[src/rtl/lsu_axil_master.sv]
// Load/store unit bus master. Accepts one load or store at a time from the
// execute stage and turns it into an AXI-lite style AR/R or AW/W/B exchange.
// Store data is replicated across byte lanes with matching strobes. Load data
// is shifted down to bit 0 and sign- or zero-extended. Exactly one response is
// returned per accepted request. Every output comes straight from a register.
//
// Ports:
//   clk, rst          clock, synchronous active-high reset
//   req_*             request from execute (valid/ready, wen, addr, wdata, size, unsigned)
//   resp_*            response to writeback (valid/ready, rdata, err)
//   araddr/arvalid/arready, rdata/rresp/rvalid/rready     read channels
//   awaddr/awvalid/awready, wdata/wstrb/wvalid/wready     write request channels
//   bresp/bvalid/bready                                   write response channel
module lsu_axil_master #(
   parameter int unsigned ADDR_W = 32,
   parameter int unsigned DATA_W = 32  // only 32 is supported
) (
   input  logic              clk,
   input  logic              rst,
   // request
   input  logic              req_valid,
   output logic              req_ready,
   input  logic              req_wen,
   input  logic [ADDR_W-1:0] req_addr,
   input  logic [DATA_W-1:0] req_wdata,
   input  logic [1:0]        req_size,
   input  logic              req_unsigned,
   // response
   output logic              resp_valid,
   input  logic              resp_ready,
   output logic [DATA_W-1:0] resp_rdata,
   output logic              resp_err,
   // read address / data
   output logic [ADDR_W-1:0] araddr,
   output logic              arvalid,
   input  logic              arready,
   input  logic [DATA_W-1:0] rdata,
   input  logic              rresp,
   input  logic              rvalid,
   output logic              rready,
   // write address / data / response
   output logic [ADDR_W-1:0] awaddr,
   output logic              awvalid,
   input  logic              awready,
   output logic [DATA_W-1:0] wdata,
   output logic [31:0]       wstrb,
   output logic              wvalid,
   input  logic              wready,
   output logic              bready,
   input  logic              bresp,
   input  logic              bvalid
);

   typedef enum logic [2:0] {
      StIdle,
      StRdAddr,
      StRdData,
      StWrReq,
      StWrResp,
      StResp
   } state_e;

   state_e state_q, state_d;

   logic              req_ready_q, req_ready_d;
   logic              resp_valid_q, resp_valid_d;
   logic [DATA_W-1:0] resp_rdata_q, resp_rdata_d;
   logic              resp_err_q, resp_err_d;
   logic [ADDR_W-1:0] araddr_q, araddr_d;
   logic              arvalid_q, arvalid_d;
   logic              rready_q, rready_d;
   logic [ADDR_W-1:0] awaddr_q, awaddr_d;
   logic              awvalid_q, awvalid_d;
   logic [DATA_W-1:0] wdata_q, wdata_d;
   logic [31:0]       wstrb_q, wstrb_d;
   logic              wvalid_q, wvalid_d;
   logic              bready_q, bready_d;
   logic              aw_done_q, aw_done_d;
   logic              w_done_q, w_done_d;
   // Request attributes kept for the load extension step.
   logic [1:0]        off_q, off_d;
   logic [1:0]        size_q, size_d;
   logic              uns_q, uns_d;

   // Request decode: alignment/size legality and store lane placement.
   logic              req_bad;
   logic [DATA_W-1:0] lane_wdata;
   logic [3:0]        lane_strb;

   always_comb begin
      req_bad = (req_size == 2'd3)
             || ((req_size == 2'd1) && req_addr[0])
             || ((req_size == 2'd2) && (req_addr[1:0] != 2'd0));
   end

   always_comb begin
      lane_wdata = req_wdata;
      lane_strb  = 4'hF;
      case (req_size)
         2'd0: begin
            lane_wdata = {4{req_wdata[7:0]}};
            lane_strb  = 4'b0001 << req_addr[1:0];
         end
         2'd1: begin
            lane_wdata = {2{req_wdata[15:0]}};
            lane_strb  = 4'b0011 << req_addr[1:0];
         end
         default: ;
      endcase
   end

   // Load data: bring the addressed bytes down to bit 0, then extend.
   logic [DATA_W-1:0] rd_shift;
   logic [DATA_W-1:0] rd_ext;

   always_comb begin
      rd_shift = rdata >> {off_q, 3'b000};
      rd_ext   = rd_shift;
      case (size_q)
         2'd0: rd_ext = uns_q ? {24'd0, rd_shift[7:0]}
                              : {{24{rd_shift[7]}}, rd_shift[7:0]};
         2'd1: rd_ext = uns_q ? {16'd0, rd_shift[15:0]}
                              : {{16{rd_shift[15]}}, rd_shift[15:0]};
         default: ;
      endcase
   end

   // Next-state and next-output logic.
   logic aw_now, w_now;

   always_comb begin
      state_d      = state_q;
      req_ready_d  = req_ready_q;
      resp_valid_d = resp_valid_q;
      resp_rdata_d = resp_rdata_q;
      resp_err_d   = resp_err_q;
      araddr_d     = araddr_q;
      arvalid_d    = arvalid_q;
      rready_d     = rready_q;
      awaddr_d     = awaddr_q;
      awvalid_d    = awvalid_q;
      wdata_d      = wdata_q;
      wstrb_d      = wstrb_q;
      wvalid_d     = wvalid_q;
      bready_d     = bready_q;
      aw_done_d    = aw_done_q;
      w_done_d     = w_done_q;
      off_d        = off_q;
      size_d       = size_q;
      uns_d        = uns_q;
      aw_now       = aw_done_q | (awvalid_q & awready);
      w_now        = w_done_q | (wvalid_q & wready);

      unique case (state_q)
         StIdle: begin
            if (req_valid && req_ready_q) begin
               req_ready_d = 1'b0;
               off_d       = req_addr[1:0];
               size_d      = req_size;
               uns_d       = req_unsigned;
               if (req_bad) begin
                  // Rejected without touching the bus.
                  resp_err_d   = 1'b1;
                  resp_rdata_d = '0;
                  state_d      = StResp;
               end else if (req_wen) begin
                  awaddr_d  = req_addr;
                  awvalid_d = 1'b1;
                  wdata_d   = lane_wdata;
                  wstrb_d   = {28'd0, lane_strb};
                  wvalid_d  = 1'b1;
                  aw_done_d = 1'b0;
                  w_done_d  = 1'b0;
                  state_d   = StWrReq;
               end else begin
                  araddr_d  = req_addr;
                  arvalid_d = 1'b1;
                  state_d   = StRdAddr;
               end
            end
         end

         StRdAddr: begin
            if (arvalid_q && arready) begin
               arvalid_d = 1'b0;
               rready_d  = 1'b1;
               state_d   = StRdData;
            end
         end

         StRdData: begin
            if (rvalid && rready_q) begin
               rready_d     = 1'b0;
               resp_rdata_d = rd_ext;
               resp_err_d   = rresp;
               state_d      = StResp;
            end
         end

         StWrReq: begin
            // AW and W complete independently, in either order.
            if (awvalid_q && awready) awvalid_d = 1'b0;
            if (wvalid_q && wready)   wvalid_d  = 1'b0;
            aw_done_d = aw_now;
            w_done_d  = w_now;
            if (aw_now && w_now) begin
               bready_d = 1'b1;
               state_d  = StWrResp;
            end
         end

         StWrResp: begin
            if (bvalid && bready_q) begin
               bready_d     = 1'b0;
               resp_err_d   = bresp;
               resp_rdata_d = '0;
               state_d      = StResp;
            end
         end

         StResp: begin
            // resp_valid rises one cycle after entry and holds until taken.
            if (resp_valid_q && resp_ready) begin
               resp_valid_d = 1'b0;
               req_ready_d  = 1'b1;
               state_d      = StIdle;
            end else begin
               resp_valid_d = 1'b1;
            end
         end

         default: begin
            state_d = StIdle;
         end
      endcase
   end

   always_ff @(posedge clk) begin
      if (rst) begin
         state_q      <= StIdle;
         req_ready_q  <= 1'b1;
         resp_valid_q <= 1'b0;
         resp_rdata_q <= '0;
         resp_err_q   <= 1'b0;
         araddr_q     <= '0;
         arvalid_q    <= 1'b0;
         rready_q     <= 1'b0;
         awaddr_q     <= '0;
         awvalid_q    <= 1'b0;
         wdata_q      <= '0;
         wstrb_q      <= '0;
         wvalid_q     <= 1'b0;
         bready_q     <= 1'b0;
         aw_done_q    <= 1'b0;
         w_done_q     <= 1'b0;
         off_q        <= '0;
         size_q       <= '0;
         uns_q        <= 1'b0;
      end else begin
         state_q      <= state_d;
         req_ready_q  <= req_ready_d;
         resp_valid_q <= resp_valid_d;
         resp_rdata_q <= resp_rdata_d;
         resp_err_q   <= resp_err_d;
         araddr_q     <= araddr_d;
         arvalid_q    <= arvalid_d;
         rready_q     <= rready_d;
         awaddr_q     <= awaddr_d;
         awvalid_q    <= awvalid_d;
         wdata_q      <= wdata_d;
         wstrb_q      <= wstrb_d;
         wvalid_q     <= wvalid_d;
         bready_q     <= bready_d;
         aw_done_q    <= aw_done_d;
         w_done_q     <= w_done_d;
         off_q        <= off_d;
         size_q       <= size_d;
         uns_q        <= uns_d;
      end
   end

   assign req_ready  = req_ready_q;
   assign resp_valid = resp_valid_q;
   assign resp_rdata = resp_rdata_q;
   assign resp_err   = resp_err_q;
   assign araddr     = araddr_q;
   assign arvalid    = arvalid_q;
   assign rready     = rready_q;
   assign awaddr     = awaddr_q;
   assign awvalid    = awvalid_q;
   assign wdata      = wdata_q;
   assign wstrb      = wstrb_q;
   assign wvalid     = wvalid_q;
   assign bready     = bready_q;

endmodule

[config.mk]
export PLATFORM = sky130hd
export DESIGN_NAME = lsu_axil_master
export DESIGN_NICKNAME = d
export VERILOG_FILES = /design/src/rtl/lsu_axil_master.sv
export SDC_FILE = /design/constraint.sdc
export NUM_CORES = 1
export LEC_CHECK = 0
export CORE_ASPECT_RATIO = 2
export CORE_MARGIN = 4
export CORE_UTILIZATION = 45
export DETAILED_ROUTE_END_ITERATION = 6
export PLACE_DENSITY_LB_ADDON = 0.25
export SYNTH_ARGS = -nofsm -noshare
export SYNTH_HDL_FRONTEND = slang
export SYNTH_SLANG_ARGS = --single-unit
[constraint.sdc]
create_clock -name clk -period 4.61 [get_ports clk]
set_input_delay 0.6915 -clock clk [delete_from_list [all_inputs] [get_ports clk]]
set_output_delay 0.6915 -clock clk [all_outputs]
set_load 0.01 [all_outputs]
# Word-level counts from Yosys, hierarchy flattened
# Cells that the tools add are included.
[op_classes]
n_addsub = 0
n_shift = 3
n_eq_ne = 21
reduce_logical = 34
bitwise_logic = 6
div_mod_pow = 0
multipliers = 0
muxes = 51
magnitude_cmp = 0
[ops]
columns = ["op", "n"]
rows = [
  ["$mux 32", 6],
  ["$pmux 32 s2", 2],
  ["$pmux 32 s3", 1],
  ["$shr 32x5->32", 1],
  ["$ne 2x2->1 const B", 12],
  ["$mux 1", 23],
  ["$mux 3", 7],
  ["$reduce_and 5->1", 4],
  ["$pmux 3 s6", 1],
  ["$pmux 1 s2", 8],
  ["$reduce_and 4->1", 3],
  ["$reduce_bool 2->1", 6],
  ["$logic_and 1x1->1", 10],
  ["$reduce_and 3->1", 3],
  ["$pmux 4 s2", 1],
  ["$eq 3x2->1 const B", 2],
  ["$eq 3x3->1 const B", 2],
  ["$reduce_and 6->1", 1],
  ["$eq 2x1->1 const B", 2],
  ["$eq 2x2->1 const B", 2],
  ["$logic_not 2->1", 2],
  ["$shl 1x2->4 const A", 1],
  ["$shl 2x2->4 const A", 1],
  ["$eq 3x1->1 const B", 1],
  ["9 further kinds", 13],
]
[totals]
n_memories = 0
latchBits = 0
out_inout_bits = 168
wordCells = 134
mem_bits_rw = 0
input_bits = 111
mem_bits_ro = 0
reg_bits = 150

# Depth between registers and ports, before layout
[logic_depth]
depth_word = 7
depth_mapped = 10

# Worst setup path after synthesis
# Ideal clock, no wire load.
[synth_path]
path_type = "input port to flip-flop"
start = "input req_size[1]"
end = "register resp_rdata_q[18], in the netlist resp_rdata[18]"
path_slack_ns = 2.505
path_buffers = 3
arrival_ns = 1.970
setup_time_ns = 0.135
cell_stages = 8
t_required_ns = 4.475
path_cell_list = "clkbuf_1 -> o21a_1 -> o22ai_2 -> o22ai_2 -> and2_1 -> buf_2 -> buf_2 -> a311oi_1"
[synth_between]
elab_chain_len = 6
word_cells_on_any_way = 9
cone_classes = "4 x eq/ne; 5 x reduce/logical"
[synth_rtl]
columns = ["item", "line_no", "source"]
rows = [
  ["start, declared", "26", "input logic [1:0] req_size,"],
  ["$eq 2x1->1", "92", "|| ((req_size == 2'd1) && req_addr[0])"],
  ["$logic_and 1x1->1", "92", ""],
  ["$logic_or 1x1->1", "92", ""],
  ["$logic_or 1x1->1 (*)", "93", "|| ((req_size == 2'd2) && (req_addr[1:0] != 2'd0));"],
  ["$ne 2x2->1 (no line) (*)", "n/a", ""],
  ["$reduce_and 5->1 (no line) (*)", "n/a", ""],
  ["end signal, assigned", "263", "resp_rdata_q <= resp_rdata_d;"],
  ["end, declared", "67", "logic [DATA_W-1:0] resp_rdata_q, resp_rdata_d;"],
]
# Every way passes the cells marked *; elsewhere a longest branch is shown, timed or not.
# A chain may end at the register's enable or synchronous reset.

# Final worst setup path
[layout_path]
start = "input req_size[1]"
end = "register resp_rdata_q[14], in the netlist resp_rdata[14]"
# Same word-level chain as after synthesis.

==> metrics.txt <==
status complete, no violations; Clk pin slew, worst setup/hold paths 0.06 ns; largest net degree at the start of global routing 94; Worst EP arrival 3.30 ns; launch point of the critical path req_size[1]; level count of the clock H-tree 4; worst reg-to-reg path cell count 6; Post-Synth Simple-Gate Area 19.9%; fraction of post-synthesis cell area in the top cell type by area 44.6%; class of the tightest hold or removal check register to register; Synth Area in Adders 0%; max-cap viol count 0; fraction of the yosys area taken by sequential cells 44.6%; Sink Count 150; Slew @ Worst Pin 0.952 ns; clock latency at the later pin of the worst-skew pair 0.42 ns; height of the die 181 um; cell taking the most area after synthesis sky130_fd_sc_hd__dfxtp_1; number of antenna violations at the first check in global routing 1; most used cell along the critical path sky130_fd_sc_hd__o22ai_2; via count of the routed design 6645; CP peak stage delay 0.87 ns; final slew viol count 0; Die Area 0.0171 sq mm; drt wl/cell 17.8 um; effective utilization at floorplan 45.7%; max_slew headroom 36.5%; floorplan core area 0.0147 sq mm; post-placement worst setup slack 1.17 ns; GRT Overall Usage 25.5%; count of unique library cells instantiated by Yosys 52; Max VDD drop 278 uV; number of detailed-routing iterations run before antenna repair 5; TritonCTS clock tree built; floorplan row count 63; final clock period utilization by the worst path 65.8%; xor/xnor share of the synthesized area 0.130%; Period minus WS final 3.03 ns; Final Total Pwr 0.00445 W; Detail Placement HPWL 16.2 mm; Area growth, synth to finish 45.0%; fraction of final layout cells with drive strength greater than 1 6.23%; io pins 279; count of nets left with antenna violations after detail routing 0; number of resized instances in the post-cts repair step 0; cell at the root of the clock tree sky130_fd_sc_hd__clkbuf_16; Area contributors post-synth sky130_fd_sc_hd__dfxtp_1, sky130_fd_sc_hd__nand2_1, sky130_fd_sc_hd__a21oi_1; final core utilization 66.2%; register bit total from synthesis 150; setup slack after layout 1.58 ns; series of cell instances along the critical path clkdlybuf4s50_1 > o21a_1 > o22ai_2 > o22ai_2 > and2_1 > buf_4 > o32ai_1; Post-Route Hold Slack 0.453 ns; number of nets at the end of the flow 1158; via count of the first global-routing pass 6386; Clock Path Buffers 2; Post-Syn Area 0.00673 sq mm; Final Skew 0.0112 ns; Setup Viol. Count Final 0; wire length of the first global-routing pass 34.2 mm; worst r2r src state_q[2]$_SDFFE_PP0P_; termination of the worst setup path resp_rdata[14]$_SDFFE_PP0P_; gr ovfl total 0; Yosys Warn Count 0; Hold Vio Cnt, Final 0; Crit path required time 4.87 ns; aggregate routed wire length 22.4 mm; total negative setup slack 0 ns; initial drt markers 291; type of element capturing the critical path register; Routability Congestion 0.836; horizontal die dimension 94.5 um; post-synthesis mux area share 6.28%; Max Fanout on Critical Path 22; leakage power 3.35 nW; via count normalized by instance count 5.29; clock buffer count from CTS 17; class of the most critical setup path input pin to register; endpoint of the most critical register-to-register path resp_rdata[14]$_SDFFE_PP0P_; combinational family with the most area after synthesis compound AO/OA/AOI/OAI gates; number of design rule violations left after detail routing 0; Mapped Cells 836; flop2flop setup slack 1.78 ns; Critical-path top delay cell sky130_fd_sc_hd__clkdlybuf4s50_1; average cell area after synthesis 8.05 sq um; Setup Buffers After CTS 0; count of port buffers added during placement 250; maximum clock rate 330 MHz; RSZ-0062 raised after global routing false; Worst setup SP type input pin; area fraction in compound gates after synthesis 20.3%; Power Density 456 mW/mm^2; number of buffers added to fix hold violations after cts 0
Yosys cell counts (all sizes together):
| cell | instances |
|---|---|
| a211oi | 11 |
| a21boi | 1 |
| a21oi | 119 |
| a22oi | 1 |
| a311oi | 26 |
| a31oi | 2 |
| a32oi | 1 |
| a41oi | 1 |
| and2 | 2 |
| and2b | 2 |
| and3 | 2 |
| and3b | 2 |
| and4 | 1 |
| buf | 59 |
| clkbuf | 38 |
| clkinv | 1 |
| conb | 1 |
| dfxtp | 150 |
| inv | 13 |
| mux2 | 8 |
| mux2i | 31 |
| mux4 | 1 |
| nand2 | 216 |
| nand2b | 9 |
| nand3 | 13 |
| nand3b | 1 |
| nand4 | 8 |
| nor2 | 34 |
| nor2b | 6 |
| nor3 | 10 |
| nor3b | 1 |
| nor4 | 1 |
| o2111ai | 1 |
| o211ai | 8 |
| o21a | 2 |
| o21ai | 37 |
| o21bai | 1 |
| o22ai | 3 |
| o311a | 1 |
| o32ai | 8 |
| or3b | 1 |
| or4 | 1 |
| xnor2 | 1 |
registers in the layout, indices dropped and copies added (netlist names):
name	cells
araddr	32
arvalid	1
aw_done_q	1
awaddr	32
awvalid	1
bready	1
off_q	2
req_ready	1
resp_err	1
resp_rdata	32
resp_valid	1
rready	1
size_q	2
state_q	3
uns_q	1
w_done_q	1
wdata	32
wstrb	4
wvalid	1
where the power goes:
part	switching (W)	total [W]	internal [W]
clock	0.000594	0.00144	0.000844
combinational	0.000790	0.00143	0.000636
sequential	0.000131	0.00159	0.00146
cell type report:
type                       instances  area (sq um)
clock inverter                    13           158
sequential                       150          3000
multi-input combinational        602          3250
inverter                          14          52.6
tap                              195           244
fill                            1311          4980
clock buffer                      19           453
timing repair buffer             262          2600
antenna                            1          2.50
critical path: cells and delay by family:
kind                   cells  cell delay [ns]
buffers and inverters      2             1.19
AOI/OAI and AO/OA          4             0.70
and+or+nand+nor            1             0.71
cells in the final DEF, fill, tap and decap left out, types with 2 or more instances in the layout:
master and n:
sky130_fd_sc_hd__a211oi_1 11, sky130_fd_sc_hd__a21oi_1 119, sky130_fd_sc_hd__a311oi_1 26, sky130_fd_sc_hd__a31oi_1 2
sky130_fd_sc_hd__and2_1 2, sky130_fd_sc_hd__and2b_1 2, sky130_fd_sc_hd__and3b_1 2, sky130_fd_sc_hd__buf_4 12
sky130_fd_sc_hd__bufinv_16 2, sky130_fd_sc_hd__clkbuf_16 17, sky130_fd_sc_hd__clkbuf_8 2, sky130_fd_sc_hd__clkdlybuf4s50_1 249
sky130_fd_sc_hd__clkinv_4 3, sky130_fd_sc_hd__conb_1 28, sky130_fd_sc_hd__dfxtp_1 150, sky130_fd_sc_hd__inv_1 13
sky130_fd_sc_hd__inv_6 6, sky130_fd_sc_hd__mux2_2 8, sky130_fd_sc_hd__mux2i_1 31, sky130_fd_sc_hd__nand2_1 216
sky130_fd_sc_hd__nand2b_1 9, sky130_fd_sc_hd__nand3_1 11, sky130_fd_sc_hd__nand3_2 2, sky130_fd_sc_hd__nand4_1 8
sky130_fd_sc_hd__nor2_1 33, sky130_fd_sc_hd__nor2b_1 6, sky130_fd_sc_hd__nor3_1 9, sky130_fd_sc_hd__o211ai_1 8
sky130_fd_sc_hd__o21a_1 2, sky130_fd_sc_hd__o21ai_0 27, sky130_fd_sc_hd__o21ai_1 9, sky130_fd_sc_hd__o22ai_2 2
sky130_fd_sc_hd__o32ai_1 8
per-stage QoR:
step / cell area [sq um] / cells
floorplan: 6830 / 863
global placement: 9150 / 1223
detailed placement: 9150 / 1223
CTS: 9760 / 1255
global route: 9760 / 1256
finish: 9760 / 1256
cell families (layout without fill, tap and decap cells):
group                     Yosys count  in the layout
other                               1             29
xor gates and xnor gates            1              1
and+or+nand+nor                   310            310
AOI/OAI and AO/OA                 223            223
DFF                               150            150
muxes                              40             40
buffers and inverters             111            308
layer usage:
metal  track usage [%]  routed length (um)  part of all wire, %
met1              26.3                7650                   34
met5                 0                   0                    0
met2              46.2               12000                   54
met3              7.33                1850                  8.3
met4              11.8                 853                  3.8
worst min path at each step:
stage | from | to | slack, ns | cells after the start
2_1_floorplan | uns_q$_SDFFE_PP0P_ | uns_q$_SDFFE_PP0P_ | 0.46 | 2
3_3_place_gp | araddr[31]$_SDFFE_PP0P_ | araddr[31]$_SDFFE_PP0P_ | 0.44 | 2
3_5_place_dp | awaddr[18]$_SDFFE_PP0P_ | awaddr[18]$_SDFFE_PP0P_ | 0.45 | 2
4_1_cts | araddr[28]$_SDFFE_PP0P_ | araddr[28]$_SDFFE_PP0P_ | 0.45 | 2
5_1_grt | araddr[30]$_SDFFE_PP0P_ | araddr[30]$_SDFFE_PP0P_ | 0.47 | 2
6_report | araddr[27]$_SDFFE_PP0P_ | araddr[27]$_SDFFE_PP0P_ | 0.45 | 2
Note: power is estimated with default switching activity, not from simulation.
